--- src/rtl/mips_alu.sv ---
`default_nettype none
// ============================================================================
// Module   : mips_alu
// Purpose  : 32-bit MIPS-style execute-stage ALU with registered result/zero.
// Revision : 1.0 - initial release
// ============================================================================
module mips_alu #(
    parameter int WIDTH = 32
) (
    input  logic             clk,
    input  logic             rst_n,
    input  logic [WIDTH-1:0] reg1,
    input  logic [WIDTH-1:0] reg2,
    input  logic [4:0]       shamt,
    input  logic [3:0]       select,
    output logic [WIDTH-1:0] out,
    output logic             zero_flag
);

    localparam logic [3:0] c_OP_AND  = 4'd0;
    localparam logic [3:0] c_OP_OR   = 4'd1;
    localparam logic [3:0] c_OP_ADD  = 4'd2;
    localparam logic [3:0] c_OP_SUB  = 4'd6;
    localparam logic [3:0] c_OP_SLT  = 4'd7;
    localparam logic [3:0] c_OP_SLTU = 4'd8;
    localparam logic [3:0] c_OP_XOR  = 4'd9;
    localparam logic [3:0] c_OP_NOR  = 4'd10;
    localparam logic [3:0] c_OP_SLL  = 4'd11;
    localparam logic [3:0] c_OP_SRL  = 4'd12;

    logic [WIDTH-1:0] w_result;
    logic             w_lt_signed;
    logic             w_lt_unsigned;
    logic [WIDTH-1:0] r_out;
    logic             r_zero;

    // Signed compare uses the native signed operator, so it stays correct
    // where a subtract-and-check-sign scheme would overflow.
    assign w_lt_signed   = $signed(reg1) < $signed(reg2);
    assign w_lt_unsigned = reg1 < reg2;

    always_comb begin
        w_result = '0;
        case (select)
            c_OP_AND:  w_result = reg1 & reg2;
            c_OP_OR:   w_result = reg1 | reg2;
            c_OP_ADD:  w_result = reg1 + reg2;
            c_OP_SUB:  w_result = reg1 - reg2;
            c_OP_SLT:  w_result = {{(WIDTH-1){1'b0}}, w_lt_signed};
            c_OP_SLTU: w_result = {{(WIDTH-1){1'b0}}, w_lt_unsigned};
            c_OP_XOR:  w_result = reg1 ^ reg2;
            c_OP_NOR:  w_result = ~(reg1 | reg2);
            c_OP_SLL:  w_result = reg2 << shamt;
            c_OP_SRL:  w_result = reg2 >> shamt;
            default:   w_result = '0;
        endcase
    end

    always_ff @(posedge clk) begin
        if (!rst_n) begin
            r_out  <= '0;
            r_zero <= 1'b1;
        end else begin
            r_out  <= w_result;
            r_zero <= (w_result == '0);
        end
    end

    assign out       = r_out;
    assign zero_flag = r_zero;

endmodule
`default_nettype wire

--- config.mk ---
export PLATFORM = sky130hd
export DESIGN_NAME = mips_alu
export DESIGN_NICKNAME = d
export VERILOG_FILES = /design/src/rtl/mips_alu.sv
export SDC_FILE = /design/constraint.sdc
export NUM_CORES = 1
export LEC_CHECK = 0
export CAP_MARGIN = 20
export CORE_ASPECT_RATIO = 1.4
export CORE_MARGIN = 1.5
export CORE_UTILIZATION = 33
export DETAILED_ROUTE_END_ITERATION = 10
export SKIP_CTS_REPAIR_TIMING = 1
export SKIP_LAST_GASP = 1
export SLEW_MARGIN = 0
export SYNTH_ARGS = -nofsm -noshare
export SYNTH_HDL_FRONTEND = slang
export SYNTH_SLANG_ARGS = --single-unit
--- constraint.sdc ---
create_clock -name clk -period 7.6 [get_ports clk]
set_clock_uncertainty 0.15 [all_clocks]
set_input_delay 1.14 -clock clk [delete_from_list [all_inputs] [get_ports clk]]
set_output_delay 1.14 -clock clk [all_outputs]
set_load 0.02 [all_outputs]
==> results of run 1 <==
[state kept, by name (all words and copies together) (netlist names)]
register and flops:
out 32, zero_flag 1
[cell type report]
type                            instances  area (um2)  share of cell area
Clock inverter                          1       30.03            0.002483
Inverter                              102       385.4             0.03187
Timing Repair Buffer                  135        1266              0.1047
Clock buffer                            7       142.6             0.01180
Sequential cell                        33       660.6             0.05463
Multi-Input combinational cell       1297        9114              0.7537
Tap cell                              395       494.2             0.04087
[routing by layer]
layer	track usage	vias up	share of wire
met4	0.1660	0	0.057
met2	0.5523	710	0.48
met5	0	-	0
li1	-	5801	-
met3	0.02610	147	0.068
met1	0.4080	6230	0.40
[how the worst max path moves through the flow]
stage                   from        end  slack (ns)  cells past startpoint
floorplan            reg2[9]  zero_flag        3.16                     15
global placement    reg2[10]  zero_flag        1.37                     14
detailed placement  reg2[10]  zero_flag        1.54                     14
CTS                 reg2[10]  zero_flag        1.82                     14
global route        reg2[10]  zero_flag        1.50                     14
finish              reg2[10]  zero_flag        1.57                     14
[cells in the mapped netlist (23+ instances only)]
cell type  count  area share
nor2_1       163       0.057
nand2_1      138       0.049
a21oi_1      129       0.060
ha_1          96        0.11
inv_1         95       0.033
o21ai_0       88       0.041
mux2i_1       83       0.078
clkbuf_1      70       0.025
a211oi_1      47       0.033
buf_2         38       0.018
dfxtp_1       33       0.062
nand3_1       31       0.015
nor3_1        31       0.015
a22oi_1       30       0.021
o22ai_1       30       0.018
and2_1        27       0.016
a31oi_1       26       0.015
mux2_2        23       0.024
[worst max-delay path, stage by stage]
cell and delay (ns):
clkdlybuf4s50_1 0.84, inv_1 0.29, ha_1 0.62, inv_1 0.23, o31a_1 0.37, o31a_1 0.35
and3_2 0.25, a21oi_1 0.51, a31oi_1 0.27, mux2i_1 0.17, a21oi_1 0.23, o21ai_1 0.17
or4_4 0.51, o21ai_2 0.11
[cell families after synthesis]
family,count (synthesis),share of synthesized area
and+or+nand+nor,527,0.2394
AOI/OAI and AO/OA,523,0.3295
buffers and inverters,225,0.08664
muxes,130,0.1507
adders and majority gates,98,0.1163
DFF,33,0.06191
xor gates and xnor gates,19,0.01559
[stage by stage]
stage / utilization / hold slack [ns] / setup slack [ns]
floorplan: - / 1.112 / 3.164
global placement: 0.3761 / 1.783 / 1.367
detailed placement: 0.3761 / 1.784 / 1.541
CTS: 0.3815 / 1.566 / 1.816
global route: 0.3815 / 1.663 / 1.504
finish: 0.3815 / 1.566 / 1.572
[where the power goes]
group          internal, uW  switching (uW)
Sequential              188            3.19
Clock                   163            64.4
Combinational           315             574
==> results.md, run 1 <==
- Status: finished clean
- Kind of critical path: primary input to flop
- Synthesized flop and latch total: 33
- Boundary Pins: 108
- DR WL/cell: 28.07 um
- Overflow after GRT: 0
- Crit-path max FO: 11
- Fin area: 12090 um2
- Clock-pin slew on the worst setup and hold paths: 0.05 ns
- Final Hold Fails: 0
- Initial Util: 0.3367
- Most frequent cells in the layout: 163 x nor2_1, 138 x nand2_1, 129 x a21oi_1
- Final setup vio count: 0
- Synth Instances: 1555
- Pwr Total: 1307 uW
- Hpwl dp: 44730 um
- CTS buffer count: 5
- 1st-iter DRT viols: 1504
- Final min period: 6.028 ns
- Filler instances: 3436
- Pin count of the biggest net entering global routing: 75
- Global-route wire length before repair: 81810 um
- Max-cap violations: 0
- Static Leak: 0.004977 uW
- Die height: 215.8 um
- Synth unique cells: 92
- DRC violations left: 0
- Post-synthesis sequential area ratio: 0.06191
- Worst-margin pin slew: 1.198 ns
- Vias: 12890
- Total Wirelength: 55290 um
- Worst hold path type: primary input to flop
- Crit path launch type: primary input
- Hold path start: rst_n
- Critical Path RT: 7.65 ns
- Critical Path End Type: flop
- Worst Hold End: zero_flag
- GP Congestion: 1.057
- CTS Root Cell: clkbuf_16
- Vias in the first global route: 12360
- Max VDD drop: 0.00008554 V
- Most common cell after layout, fill and taps aside: nor2_1
- PortBufs: 107
- RSZ-0062 raised after global routing: false
- Antenna Cells: 0
- Syn_nets: 1728
- Area grow syn2layout: 13.32%
- CTS tree: yes
- Initial antenna violation count: 0
- Ys async rst share: 0
- Main synth FF type: dfxtp_1
- Cell row count: 77
- DR vias/cell: 6.542
- Core ar.: 31700 um2
- DP Area: 11920 um2
- Die X: 155.0 um
- Yosys warns: 0
- Number of flops mapped to enable cells by yosys: 0
- Syn_area_per_cell: 6.863 um2
- Clk sinks: 33
- Fin crit share: 0.7932
- Drt pass-1 iters: 6
- Post-route setup TNS: 0 ns
- Post-Syn Area: 10670 um2
- Final std cells w/o fill: 1970
- Slew Viols, Final: 0
- Worst hold stages: 2
- Global-route usage over all layers: 0.3247
- Clk buf depth: 2
- Max_slew headroom: 0.1804
- Layout net count: 1747
- Inst Count DP: 1962
- FMAX: 165.9 MHz
- Arr. time, crit path: 6.08 ns
- Die Area: 33440 um2
- CTS H-tree lvls: 2
- Routed Antenna Nets: 0
- Power Dens Cells: 108.1 nW/um2
- Layout cells sized above 1: 0.07429
Power figures use the tool's default switching activity.
==> run 2, diff against run 1 <==
==> constraint.sdc (replaced) <==
create_clock -name clk -period 6.19 [get_ports clk]
set_clock_uncertainty 0.15 [all_clocks]
set_input_delay 0.9285 -clock clk [delete_from_list [all_inputs] [get_ports clk]]
set_output_delay 0.9285 -clock clk [all_outputs]
set_load 0.02 [all_outputs]
==> results.md, run 2 (synthesis results as in run 1) <==
- Status: finished clean
- Static Leak: 0.005214 uW (+4.8%)
- Critical Path RT: 6.24 ns (-1.41 ns)
- Pin count of the biggest net entering global routing: 73 (-2.7%)
- Clk sinks: 33 (unchanged)
- Most common cell after layout, fill and taps aside: nor2_1
- DR vias/cell: 6.418 (-1.9%)
- Die height: 215.8 um (unchanged)
- Slew Viols, Final: 0 (unchanged)
- Filler instances: 3433 (-0.087%)
- CTS Root Cell: clkbuf_16
- Final min period: 5.260 ns
- Post-route setup TNS: 0 ns (unchanged)
- CTS buffer count: 5 (unchanged)
- Die Area: 33440 um2 (unchanged)
- Vias in the first global route: 12450 (+0.73%)
- Layout net count: 1797 (+2.9%)
- Worst hold path type: primary input to flop
- Cell row count: 77 (unchanged)
- Fin crit share: 0.8498
- DR WL/cell: 27.82 um (-0.88%)
- Drt pass-1 iters: 5 (-1)
- Initial Util: 0.3367 (unchanged)
- FF/Latch Area: 660.6 um2 (unchanged)
- GP Congestion: 1.033 (-2.3%)
- Global-route wire length before repair: 82460 um (+0.79%)
- RSZ-0062 raised after global routing: false
- Crit path launch type: primary input
- FMAX: 190.1 MHz
- Fin util: 0.3933 (+0.01176)
- Clock-pin slew on the worst setup and hold paths: 0.05 ns (about the same)
- Max-cap violations: 0 (unchanged)
- 1st-iter DRT viols: 1345 (-11%)
- Arr. time, crit path: 5.31 ns (-0.77 ns)
- Max VDD drop: 0.0001126 V (+32%)
- Kind of critical path: primary input to flop
- Power Dens Cells: 129.3 nW/um2 (+20%)
- Multi-input gate area: 9114 um2 (unchanged)
- Final WS setup: 0.9296 ns (-0.6423 ns)
- Max FFs per register: 32 (unchanged)
- Core ar.: 31700 um2 (unchanged)
- CTS H-tree lvls: 2 (unchanged)
- Critical Path Slowest Stage Cell: clkdlybuf4s50_1
- Worst-margin pin slew: 1.037 ns (-0.1618 ns)
- Critical Path End Type: flop
- Clk buf depth: 2 (unchanged)
- Total Wirelength: 56200 um (+1.6%)
- CP top delay family: simple AND/OR/NAND/NOR gates
- Final Hold Fails: 0 (unchanged)
- Routed Antenna Nets: 0 (unchanged)
- Area grow syn2layout: 16.81%
- Crit-path max FO: 8 (-3)
- Die X: 155.0 um (unchanged)
- CP bufs+invs: 2 (-1)
- PortBufs: 107 (unchanged)
- Initial antenna violation count: 1 (+1)
- CP Cell Sequence: clkdlybuf4s50_1, inv_1, ha_1, and2_1, a221oi_2, a21boi_0, or2_1, a22o_1, mux2i_1, o211ai_1, or4_1, nor4_1, nand4_1, o21ai_2
- Max_slew headroom: 0.3064 (+0.1260)
- Boundary Pins: 108 (unchanged)
- Layout cells sized above 1: 0.1034 (+0.02910)
- Global-route usage over all layers: 0.3288 (+0.004068)
- Most frequent cells in the layout: 163 x nor2_1, 138 x nand2_1, 129 x a21oi_1
- Antenna Cells: 0 (unchanged)
- Crit path largest cell delay: 0.65 ns (-0.19 ns)
- CTS tree: yes
- Hpwl dp: 46290 um (+3.5%)
- Pwr Total: 1612 uW (+23%)
- Setup slack at placement: 0.7263 ns (-0.8146 ns)
- Final setup vio count: 0 (unchanged)
- Overflow after GRT: 0 (unchanged)
- DRC violations left: 0 (unchanged)
- Vias: 12960 (+0.59%)
run 2: path summary, 6_finish.rpt:
path	startpoint	end	slack (ns)	cells after the start
worst max-delay path	reg2[3]	zero_flag	0.93	14
worst min-delay path	rst_n	zero_flag	1.41	2
run 2: layout make-up:
cell class                 count  area share
clock inverter                 1   0.0004015
multi-input combinational   1297      0.7311
sequential                    33     0.05300
inverter                     102     0.03091
clock buffer                   7     0.01225
tap                          395     0.03965
timing repair buffer         185      0.1327
run 2: per-stage QoR:
stage          area (um2)  cells  hold slack (ns)
2_1_floorplan       10670   1555           0.9002
3_3_place_gp        12310   2012            1.571
3_5_place_dp        12310   2012            1.571
4_1_cts             12470   2020            1.416
5_1_grt             12470   2020            1.457
6_report            12470   2020            1.412
run 2: layer usage:
layer	track usage	wire length (um)
met1	0.4131	22440
met2	0.5556	26740
met3	0.03173	3730
met4	0.1676	3271
met5	0	12
run 2: where the power goes:
part           leakage (uW)  switching, uW  internal (uW)
clock             0.0000799           88.7            170
sequential         0.000271           3.84            230
combinational       0.00486            710            409
total               0.00521            803            809
==> run 3, diff against run 2 <==
==> constraint.sdc (replaced) <==
create_clock -name clk -period 5.1 [get_ports clk]
set_clock_uncertainty 0.15 [all_clocks]
set_input_delay 0.765 -clock clk [delete_from_list [all_inputs] [get_ports clk]]
set_output_delay 0.765 -clock clk [all_outputs]
set_load 0.02 [all_outputs]
==> results.md, run 3 (synthesis results as in run 1) <==
- Status: finished clean
- Pin count of the biggest net entering global routing: 70 (-4.1%)
- Critical Path End Type: flop
- DR vias/cell: 6.415 (about the same)
- Static Leak: 0.005693 uW (+9.2%)
- Most common cell after layout, fill and taps aside: buf_4
- Slew Viols, Final: 0 (unchanged)
- Worst-margin pin slew: 1.050 ns (+0.01329 ns)
- Final hold slack: 1.242 ns (-0.1704 ns)
- Overflow after GRT: 0 (unchanged)
- Cell row count: 77 (unchanged)
- Max-cap violations: 0 (unchanged)
- Antenna Cells: 0 (unchanged)
- Total Wirelength: 58680 um (+4.4%)
- Sw frac: 0.4774 (-0.02060)
- Sequential group share of total power: 0.136 (-0.009)
- CTS buffer count: 5 (unchanged)
- DR WL/cell: 27.76 um (-0.22%)
- Switching power: 998.6 uW (+24%)
- Critical Path RT: 5.15 ns (-1.09 ns)
- Crit path launch type: primary input
- Die height: 215.8 um (unchanged)
- Max VDD drop: 0.0001352 V (+20%)
- Grt met1 use: 0.4251 (+0.01200)
- Final setup vio count: 0 (unchanged)
- GP Congestion: 1.031 (-0.16%)
- Global-route usage over all layers: 0.3446 (+0.01584)
- Final std cells w/o fill: 2114 (+4.7%)
- Fin crit share: 0.9204
- Layout net count: 1891 (+5.2%)
- Vias in the first global route: 13280 (+6.7%)
- Core ar.: 31700 um2 (unchanged)
- Filler instances: 3338 (-2.8%)
- CTS H-tree lvls: 2 (unchanged)
- Routing usage on met2: 0.5879 (+0.03229)
- Routed Antenna Nets: 0 (unchanged)
- Final min period: 4.694 ns
- 1st-iter DRT viols: 1294 (-3.8%)
- Max_slew headroom: 0.2900 (-0.01636)
- Multi-input gate area: 9123 um2 (about the same)
- PortBufs: 107 (unchanged)
- Final Hold Fails: 0 (unchanged)
- Clock-pin slew on the worst setup and hold paths: 0.05 ns (about the same)
- Boundary Pins: 108 (unchanged)
- Layout cells sized above 1: 0.1530 (+0.04961)
- Area grow syn2layout: 24.12%
- CTS tree: yes
- Most Crowded Layer GR: met2
- Drt pass-1 iters: 6 (+1)
- Initial Util: 0.3367 (unchanged)
- Max FFs per register: 32 (unchanged)
- Met3 usage: 0.02972 (-0.002008)
- FMAX: 213.0 MHz
- Initial antenna violation count: 1 (unchanged)
- Clk buf depth: 2 (unchanged)
- Kind of critical path: primary input to flop
- Die X: 155.0 um (unchanged)
- Global-route wire length before repair: 86130 um (+4.4%)
- Pint: 1093 uW (+35%)
- Post-route setup TNS: 0 ns (unchanged)
- Inst Count DP: 2106 (+4.7%)
- Worst hold path type: primary input to flop
- CTS Root Cell: clkbuf_16
- Power Dens Cells: 157.9 nW/um2 (+22%)
- Part of the power in combinational logic: 0.701 (+0.007)
- FF/Latch Area: 660.6 um2 (unchanged)
- Most frequent cells in the layout: 169 x buf_4, 162 x nor2_1, 138 x nand2_1
- RSZ-0062 raised after global routing: false
- Crit-path max FO: 7 (-1)
- Clk sinks: 33 (unchanged)
- Clock Power Share: 0.163 (+0.003)
- Vias: 13560 (+4.6%)
- Die Area: 33440 um2 (unchanged)
- Hpwl dp: 48970 um (+5.8%)
- DRC violations left: 0 (unchanged)
- Arr. time, crit path: 4.75 ns (-0.56 ns)
## run 3: changes by cell type in the layout (fill, tap and decap cells not counted), sizes merged
cell / delta
bufinv: +1
clkinv: -1
buf: +94
## run 3: cell type report
class                      instances  area share
multi-input combinational       1297      0.6887
timing repair buffer             279      0.1819
sequential                        33     0.04988
tap                              395     0.03731
inverter                         102     0.02910
clock buffer                       7     0.01077
clock inverter                     1    0.002267
## run 3: power groups by stage
stage	sequential (uW)	clock (uW)	combinational (uW)
final	285	340	1470
after global routing	286	355	1550
after CTS	285	349	1430
after detailed placement	290	0	1420
after global placement	290	0	1430
after floorplan	318	0	782
## run 3: metrics by stage
stage          power, uW  utilization  setup WS, ns  cell area (um2)
3_5_place_dp        1710       0.4124        0.2324            13070
5_1_grt             2189       0.4179        0.2341            13250
4_1_cts             2061       0.4179        0.4965            13250
2_1_floorplan       1100            -         1.039            10670
6_report            2092       0.4179        0.4058            13250
3_3_place_gp        1719       0.4124        0.2672            13070
## run 3: path summary, 6_finish.rpt
kind     from   endpoint  slack [ns]  depth (start not counted)
max   reg2[5]  zero_flag        0.41                         16
min     rst_n  zero_flag        1.24                          2
## run 3: critical path: stages
cell             delay, ns
clkdlybuf4s50_1       0.48
inv_1                 0.10
ha_1                  0.50
inv_1                 0.20
a21oi_1               0.22
a31oi_1               0.12
buf_4                 0.17
a2111oi_2             0.49
o31ai_2               0.18
buf_4                 0.19
a31oi_1               0.22
mux2i_1               0.10
a211oi_1              0.36
nand2_1               0.10
or4_4                 0.42
o21ai_2               0.11
## run 3: layer usage
| layer | up-vias | share of wire |
|---|---|---|
| li1 | 6090 | - |
| met1 | 6493 | 0.40 |
| met2 | 771 | 0.47 |
| met3 | 206 | 0.067 |
| met4 | 2 | 0.063 |
| met5 | - | 0.00020 |
